--- src/rtl/fir_pkg.sv ---
// Shared types and helpers for the time-multiplexed FIR decimator.
// Latency: none (types and pure functions only).
// Backpressure: not applicable.
package fir_pkg;

    typedef enum logic [1:0] {
        IDLE = 2'd0,
        MAC  = 2'd1,
        OUT  = 2'd2
    } state_t;

    // Accumulator width that can hold NTAPS full-scale products without overflow.
    function automatic int acc_width(input int width, input int coeff_width, input int ntaps);
        return width + coeff_width + $clog2(ntaps);
    endfunction

    // Round half up, arithmetic shift right, then clamp to a signed width-bit range.
    // Works on a 64-bit container so callers sign-extend their accumulator into it.
    function automatic logic signed [63:0] sat_round(input logic signed [63:0] acc,
                                                      input int shift,
                                                      input int width);
        logic signed [63:0] rounded;
        logic signed [63:0] hi;
        logic signed [63:0] lo;
        if (shift > 0) begin
            rounded = (acc + (64'sd1 <<< (shift - 1))) >>> shift;
        end else begin
            rounded = acc;
        end
        hi = (64'sd1 <<< (width - 1)) - 64'sd1;
        lo = -hi - 64'sd1;
        if (rounded > hi) begin
            return hi;
        end else if (rounded < lo) begin
            return lo;
        end
        return rounded;
    endfunction

endpackage

--- src/rtl/fir_round_sat.sv ---
// Round/shift/saturate stage turning the MAC accumulator into an output sample.
// Latency: combinational, 0 cycles.
// Backpressure: none; result follows acc.
module fir_round_sat
    import fir_pkg::*;
#(
    parameter int ACC_W = 37,
    parameter int WIDTH = 16,
    parameter int SHIFT = 10
) (
    input  logic signed [ACC_W-1:0] acc,
    output logic signed [WIDTH-1:0] result
);

    // The clamp guarantees the value fits WIDTH bits, so truncation is lossless.
    assign result = WIDTH'(sat_round(64'(acc), SHIFT, WIDTH));

endmodule

--- src/rtl/fir_decimator.sv ---
// Time-multiplexed FIR with integer decimation: one MAC walks a circular sample buffer.
// Latency: NTAPS+2 cycles from accepted sample to sample_valid_out.
// Backpressure: none; samples arriving while busy are dropped and flag sticky overrun_out.
module fir_decimator
    import fir_pkg::*;
#(
    parameter int WIDTH       = 16,
    parameter int COEFF_WIDTH = 16,
    parameter int NTAPS       = 31,
    parameter int DECIM       = 1,
    parameter int SHIFT       = 10
) (
    input  logic                       clk_in,
    input  logic                       rst_in,
    input  logic signed [WIDTH-1:0]    sample_in,
    input  logic                       sample_valid_in,
    input  logic                       coeff_wr_en_in,
    input  logic [$clog2(NTAPS)-1:0]   coeff_addr_in,
    input  logic signed [COEFF_WIDTH-1:0] coeff_data_in,
    output logic signed [WIDTH-1:0]    sample_out,
    output logic                       sample_valid_out,
    output logic                       busy_out,
    output logic                       overrun_out
);

    localparam int AW    = $clog2(NTAPS);
    localparam int DW    = (DECIM > 1) ? $clog2(DECIM) : 1;
    localparam int PW    = WIDTH + COEFF_WIDTH;
    localparam int ACC_W = acc_width(WIDTH, COEFF_WIDTH, NTAPS);

    state_t state;
    state_t state_nxt;

    logic signed [WIDTH-1:0]       smp_buf [NTAPS];
    logic signed [COEFF_WIDTH-1:0] coeff_q [NTAPS];
    logic [AW-1:0]                 wr_ptr;
    logic [AW-1:0]                 rd_ptr;
    logic [AW-1:0]                 tap;
    logic [DW-1:0]                 dec_cnt;
    logic signed [ACC_W-1:0]       acc;
    logic signed [PW-1:0]          prod;
    logic signed [WIDTH-1:0]       y_sat;
    logic                          accept;
    logic                          last_dec;
    logic                          last_tap;

    assign accept   = (state == IDLE) && sample_valid_in;
    assign last_dec = (dec_cnt == DW'(DECIM - 1));
    assign last_tap = (tap == AW'(NTAPS - 1));
    assign busy_out = (state != IDLE);

    // rd_ptr walks backwards from the newest sample, so tap k sees x[n-k].
    assign prod = PW'(smp_buf[rd_ptr]) * PW'(coeff_q[tap]);

    fir_round_sat #(
        .ACC_W (ACC_W),
        .WIDTH (WIDTH),
        .SHIFT (SHIFT)
    ) u_round_sat (
        .acc    (acc),
        .result (y_sat)
    );

    // State register.
    always_ff @(posedge clk_in) begin
        if (rst_in) begin
            state <= IDLE;
        end else begin
            state <= state_nxt;
        end
    end

    // Next-state: start a MAC on the decimation boundary, run NTAPS taps, one OUT cycle.
    always_comb begin
        state_nxt = state;
        case (state)
            IDLE:    if (accept && last_dec) state_nxt = MAC;
            MAC:     if (last_tap) state_nxt = OUT;
            OUT:     state_nxt = IDLE;
            default: state_nxt = IDLE;
        endcase
    end

    // Coefficient RAM: writable only while idle, deliberately left out of reset.
    always_ff @(posedge clk_in) begin
        if (!rst_in && (state == IDLE) && coeff_wr_en_in && (int'(coeff_addr_in) < NTAPS)) begin
            coeff_q[coeff_addr_in] <= coeff_data_in;
        end
    end

    // Sample buffer, pointers, accumulator and output register.
    always_ff @(posedge clk_in) begin
        if (rst_in) begin
            for (int i = 0; i < NTAPS; i++) begin
                smp_buf[i] <= '0;
            end
            wr_ptr           <= '0;
            rd_ptr           <= '0;
            tap              <= '0;
            dec_cnt          <= '0;
            acc              <= '0;
            sample_out       <= '0;
            sample_valid_out <= 1'b0;
            overrun_out      <= 1'b0;
        end else begin
            sample_valid_out <= 1'b0;
            if (sample_valid_in && (state != IDLE)) begin
                overrun_out <= 1'b1;
            end
            case (state)
                IDLE: begin
                    if (sample_valid_in) begin
                        smp_buf[wr_ptr] <= sample_in;
                        wr_ptr <= (wr_ptr == AW'(NTAPS - 1)) ? '0 : wr_ptr + AW'(1);
                        rd_ptr <= wr_ptr;
                        if (last_dec) begin
                            dec_cnt <= '0;
                            acc     <= '0;
                            tap     <= '0;
                        end else begin
                            dec_cnt <= dec_cnt + DW'(1);
                        end
                    end
                end
                MAC: begin
                    acc    <= acc + ACC_W'(prod);
                    tap    <= tap + AW'(1);
                    rd_ptr <= (rd_ptr == '0) ? AW'(NTAPS - 1) : rd_ptr - AW'(1);
                end
                OUT: begin
                    sample_out       <= y_sat;
                    sample_valid_out <= 1'b1;
                end
                default: ;
            endcase
        end
    end

endmodule

--- config.mk ---
export PLATFORM = sky130hd
export DESIGN_NAME = fir_decimator
export DESIGN_NICKNAME = d
export VERILOG_FILES = /design/src/rtl/fir_pkg.sv /design/src/rtl/fir_round_sat.sv /design/src/rtl/fir_decimator.sv
export SDC_FILE = /design/constraint.sdc
export NUM_CORES = 2
export LEC_CHECK = 0
export ABC_AREA = 1
export CORE_MARGIN = 2
export CORE_UTILIZATION = 35
export CTS_CLUSTER_SIZE = 14
export DETAILED_ROUTE_END_ITERATION = 12
export PLACE_DENSITY = 0.46
export SYNTH_ARGS = -nofsm -noshare
export SYNTH_HDL_FRONTEND = slang
export SYNTH_SLANG_ARGS = --single-unit
--- constraint.sdc ---
create_clock -name clk_in -period 12.6 [get_ports clk_in]
set_clock_uncertainty 0.1 [all_clocks]
set_input_delay 1.26 -clock clk_in [delete_from_list [all_inputs] [get_ports clk_in]]
set_output_delay 1.26 -clock clk_in [all_outputs]
set_load 0.01 [all_outputs]
==> metrics.md <==
| Metric | Value |
|---|---|
| Hold crit path type | flip-flop to flip-flop |
| RePlAce Congestion | 0.881 |
| Layout Nets | 6004 |
| Hold Path Cell Cnt | 2 |
| Fillers | 16200 |
| Setup violations, final | 0 |
| Post-synth EDFFs | 1008 |
| Top Ports | 60 |
| DR iter-0 viols | 3620 |
| Cells after Synth | 5597 |
| Vias in the first global route | 41000 |
| Vias per Instance | 5.24 |
| Seq/Total Area, Yosys | 0.549 |
| WL per Instance | 23.3 µm |
| Mapped cell area | 0.0581 mm² |
| Critical Path Source Type | flip-flop |
| Setup slack after layout | 2.94 ns |
| Die Area | 0.169 mm² |
| Post-Route WL | 182000 µm |
| Total core area | 0.165 mm² |
| Die width | 411 µm |
| Postcts setup bufs | 0 |
| Antenna violations before repair | 5 |
| Post-Syn Nets | 6073 |
| Residual DRC count | 0 |
| Shortest period the worst path allows | 9.66 ns |
| CTS resizes | 0 |
| Worst Reg-to-Reg Cells | 31 |
| Yosys top cell area share | 0.521 |
| Design area | 0.0645 mm² |
| Critical path class | flip-flop to flip-flop |
| Period Utilization, post-route | 0.767 |
| Status | finished clean |
| Max-slew headroom | 0.178 |
| Met3 WL | 9890 µm |
| Synthesized area per cell | 10.4 µm² |
| Yosys cell types | 53 |
| Clk buf depth | 3 |
| Top post-synthesis cells by area | edfxtp_1 (52%), fa_1 (11%), nor2_1 (8.1%) |
| Vias after detailed routing | 41000 |
| Met2 WL | 83100 µm |
| TritonCTS Buffers | 117 |
| First-pass GRT wire length | 274000 µm |
| Initial DRT Pass Iterations | 6 |
| Max incr delay on CP | 0.71 ns |
| Starting Density | 0.352 |
| DP Worst Slack | 2.99 ns |
| CTS clk-pin slew, worst paths | 0.07 ns |
| Yosys warns | 0 |
| Root buf cell | clkbuf_16 |
| Async set or reset register ratio after synthesis | 0 |
| Prevailing post-synth register cell | edfxtp_1 |
| Post-layout util | 0.391 |
| Largest net degree at the start of global routing | 173 |
| Worst path most repeated cell | fa_1 |
| Critical path arrival | 10.20 ns |
| Worst-path fanout max | 158 |
| Kind of end point of the critical path | flip-flop |
| Placed cell areas | 0.0607 mm² |
| CTS tree | yes |
| Slowest cell on the critical path | inv_8 |
| Clk sinks | 1090 |
| Post-CTS Hold Buffers | 0 |
| Chip Height | 411 µm |
| Cell row count | 149 |
| Slew @ Worst Pin | 1.23 ns |
| CTS H-tree depth | 3 |
| Top cell type by total area after synthesis | edfxtp_1 |
| IO buf count | 59 |
| Syn-to-layout area delta | 11.0% |
| RSZ-0062 raised after global routing | no |
| Critical Path RT | 13.13 ns |
| Post-DP HPWL | 115000 µm |
| Highest metal used | met5 |
| Fin. max-slew vios | 0 |
| Total gr overflow | 0 |
| Max-Cap Viols | 0 |
| M1 WL | 85600 µm |
| #FFs+latches synth | 1090 |
| Post-route ant nets | 0 |
| Share of cells above drive strength 1 | 0.0684 |
| Max Clk Rate | 103 MHz |
| Clock latency on the worst-skew pair | 0.77 ns |
| Fin. Hold Viols | 0 |
| Gr usage total | 0.215 |
| Total negative setup slack | 0 ns |
## worst max-delay path, delay by kind of cell (launching register included)
family	cells	cell delay, ns
flops	1	0.51
compound gates	6	1.54
fa+ha+maj	7	3.37
buf+inv	8	2.07
simple gates	10	1.76
## flip-flops by register name, indices dropped and copies added, names as in the netlist, named ones only
signal and flops:
rd_ptr 5, coeff_q 496, overrun_out 1, acc 37
sample_out 16, tap 5, smp_buf 512, state 2
wr_ptr 5, sample_valid_out 1
## routing by layer
| layer | track usage | vias to the layer above |
|---|---|---|
| li1 | - | 18800 |
| met1 | 0.313 | 20800 |
| met2 | 0.341 | 1112 |
| met3 | 0.0298 | 195 |
| met4 | 0.0490 | 2 |
| met5 | 0 | - |
## cells in the mapped netlist, drive strengths merged (4+ instances only)
library cell / count
nor2: 1268
edfxtp: 1008
nand2: 648
o21ai: 581
inv: 516
fa: 318
nand3: 223
clkbuf: 182
a21oi: 156
buf: 155
o221ai: 141
ha: 117
dfxtp: 82
o22ai: 70
nor3: 20
nand4: 17
xnor2: 13
a21o: 10
a31oi: 10
xor2: 8
o211ai: 6
or2: 6
a22oi: 5
nand3b: 5
a21boi: 4
a221oi: 4
clkinv: 4
nor4: 4
o21bai: 4
## cells in the final DEF (no fill, tap or decap), types with 39 or more instances in the layout
cell type,count
buf_4,89
o221ai_1,141
o21ai_0,548
a21oi_1,145
nand3_1,223
edfxtp_1,1008
nor2_1,1221
nand2_1,642
ha_1,117
clkbuf_16,121
o22ai_1,70
clkdlybuf4s50_1,58
dfxtp_1,76
inv_1,485
fa_1,318
nor2_2,39
## logic make-up (layout without fill, tap and decap cells)
kind of cell | count (synthesis) | in the layout | synth area share
buffers and inverters | 857 | 889 | 0.0608
and+or+nand+nor | 2194 | 2194 | 0.150
DFF | 1090 | 1090 | 0.549
other | 0 | 4 | 0
xor gates and xnor gates | 21 | 21 | 0.00317
adders and majority gates | 435 | 435 | 0.135
AOI/OAI and AO/OA | 1000 | 1000 | 0.102
## layout make-up
class | count | area, µm² | area share
antenna | 4 | 10.0 | 0.000155
clock buffer | 149 | 3190 | 0.0495
clock inverter | 71 | 631 | 0.00978
inverter | 520 | 1970 | 0.0305
multi-input combinational | 3650 | 22800 | 0.353
sequential | 1090 | 31900 | 0.495
tap | 2189 | 2740 | 0.0425
timing repair buffer | 149 | 1270 | 0.0197
## path summary, 6_finish.rpt
path	end	slack, ns	startpoint
max reg2reg	acc[29]	2.94	flip-flop
max	acc[29]	2.94	flip-flop
min reg2reg	overrun_out	0.38	overrun_out
min	overrun_out	0.38	overrun_out
## metrics by stage
step | hold slack [ns] | cells
6_report | 0.378 | 7822
5_1_grt | 0.397 | 7818
4_1_cts | 0.381 | 7818
3_5_place_dp | 0.363 | 7598
3_3_place_gp | 0.352 | 7598
2_1_floorplan | 0.350 | 5597
Power is not shown: default switching activity piles up to over one toggle a cycle in this logic, so the estimate is an artifact.
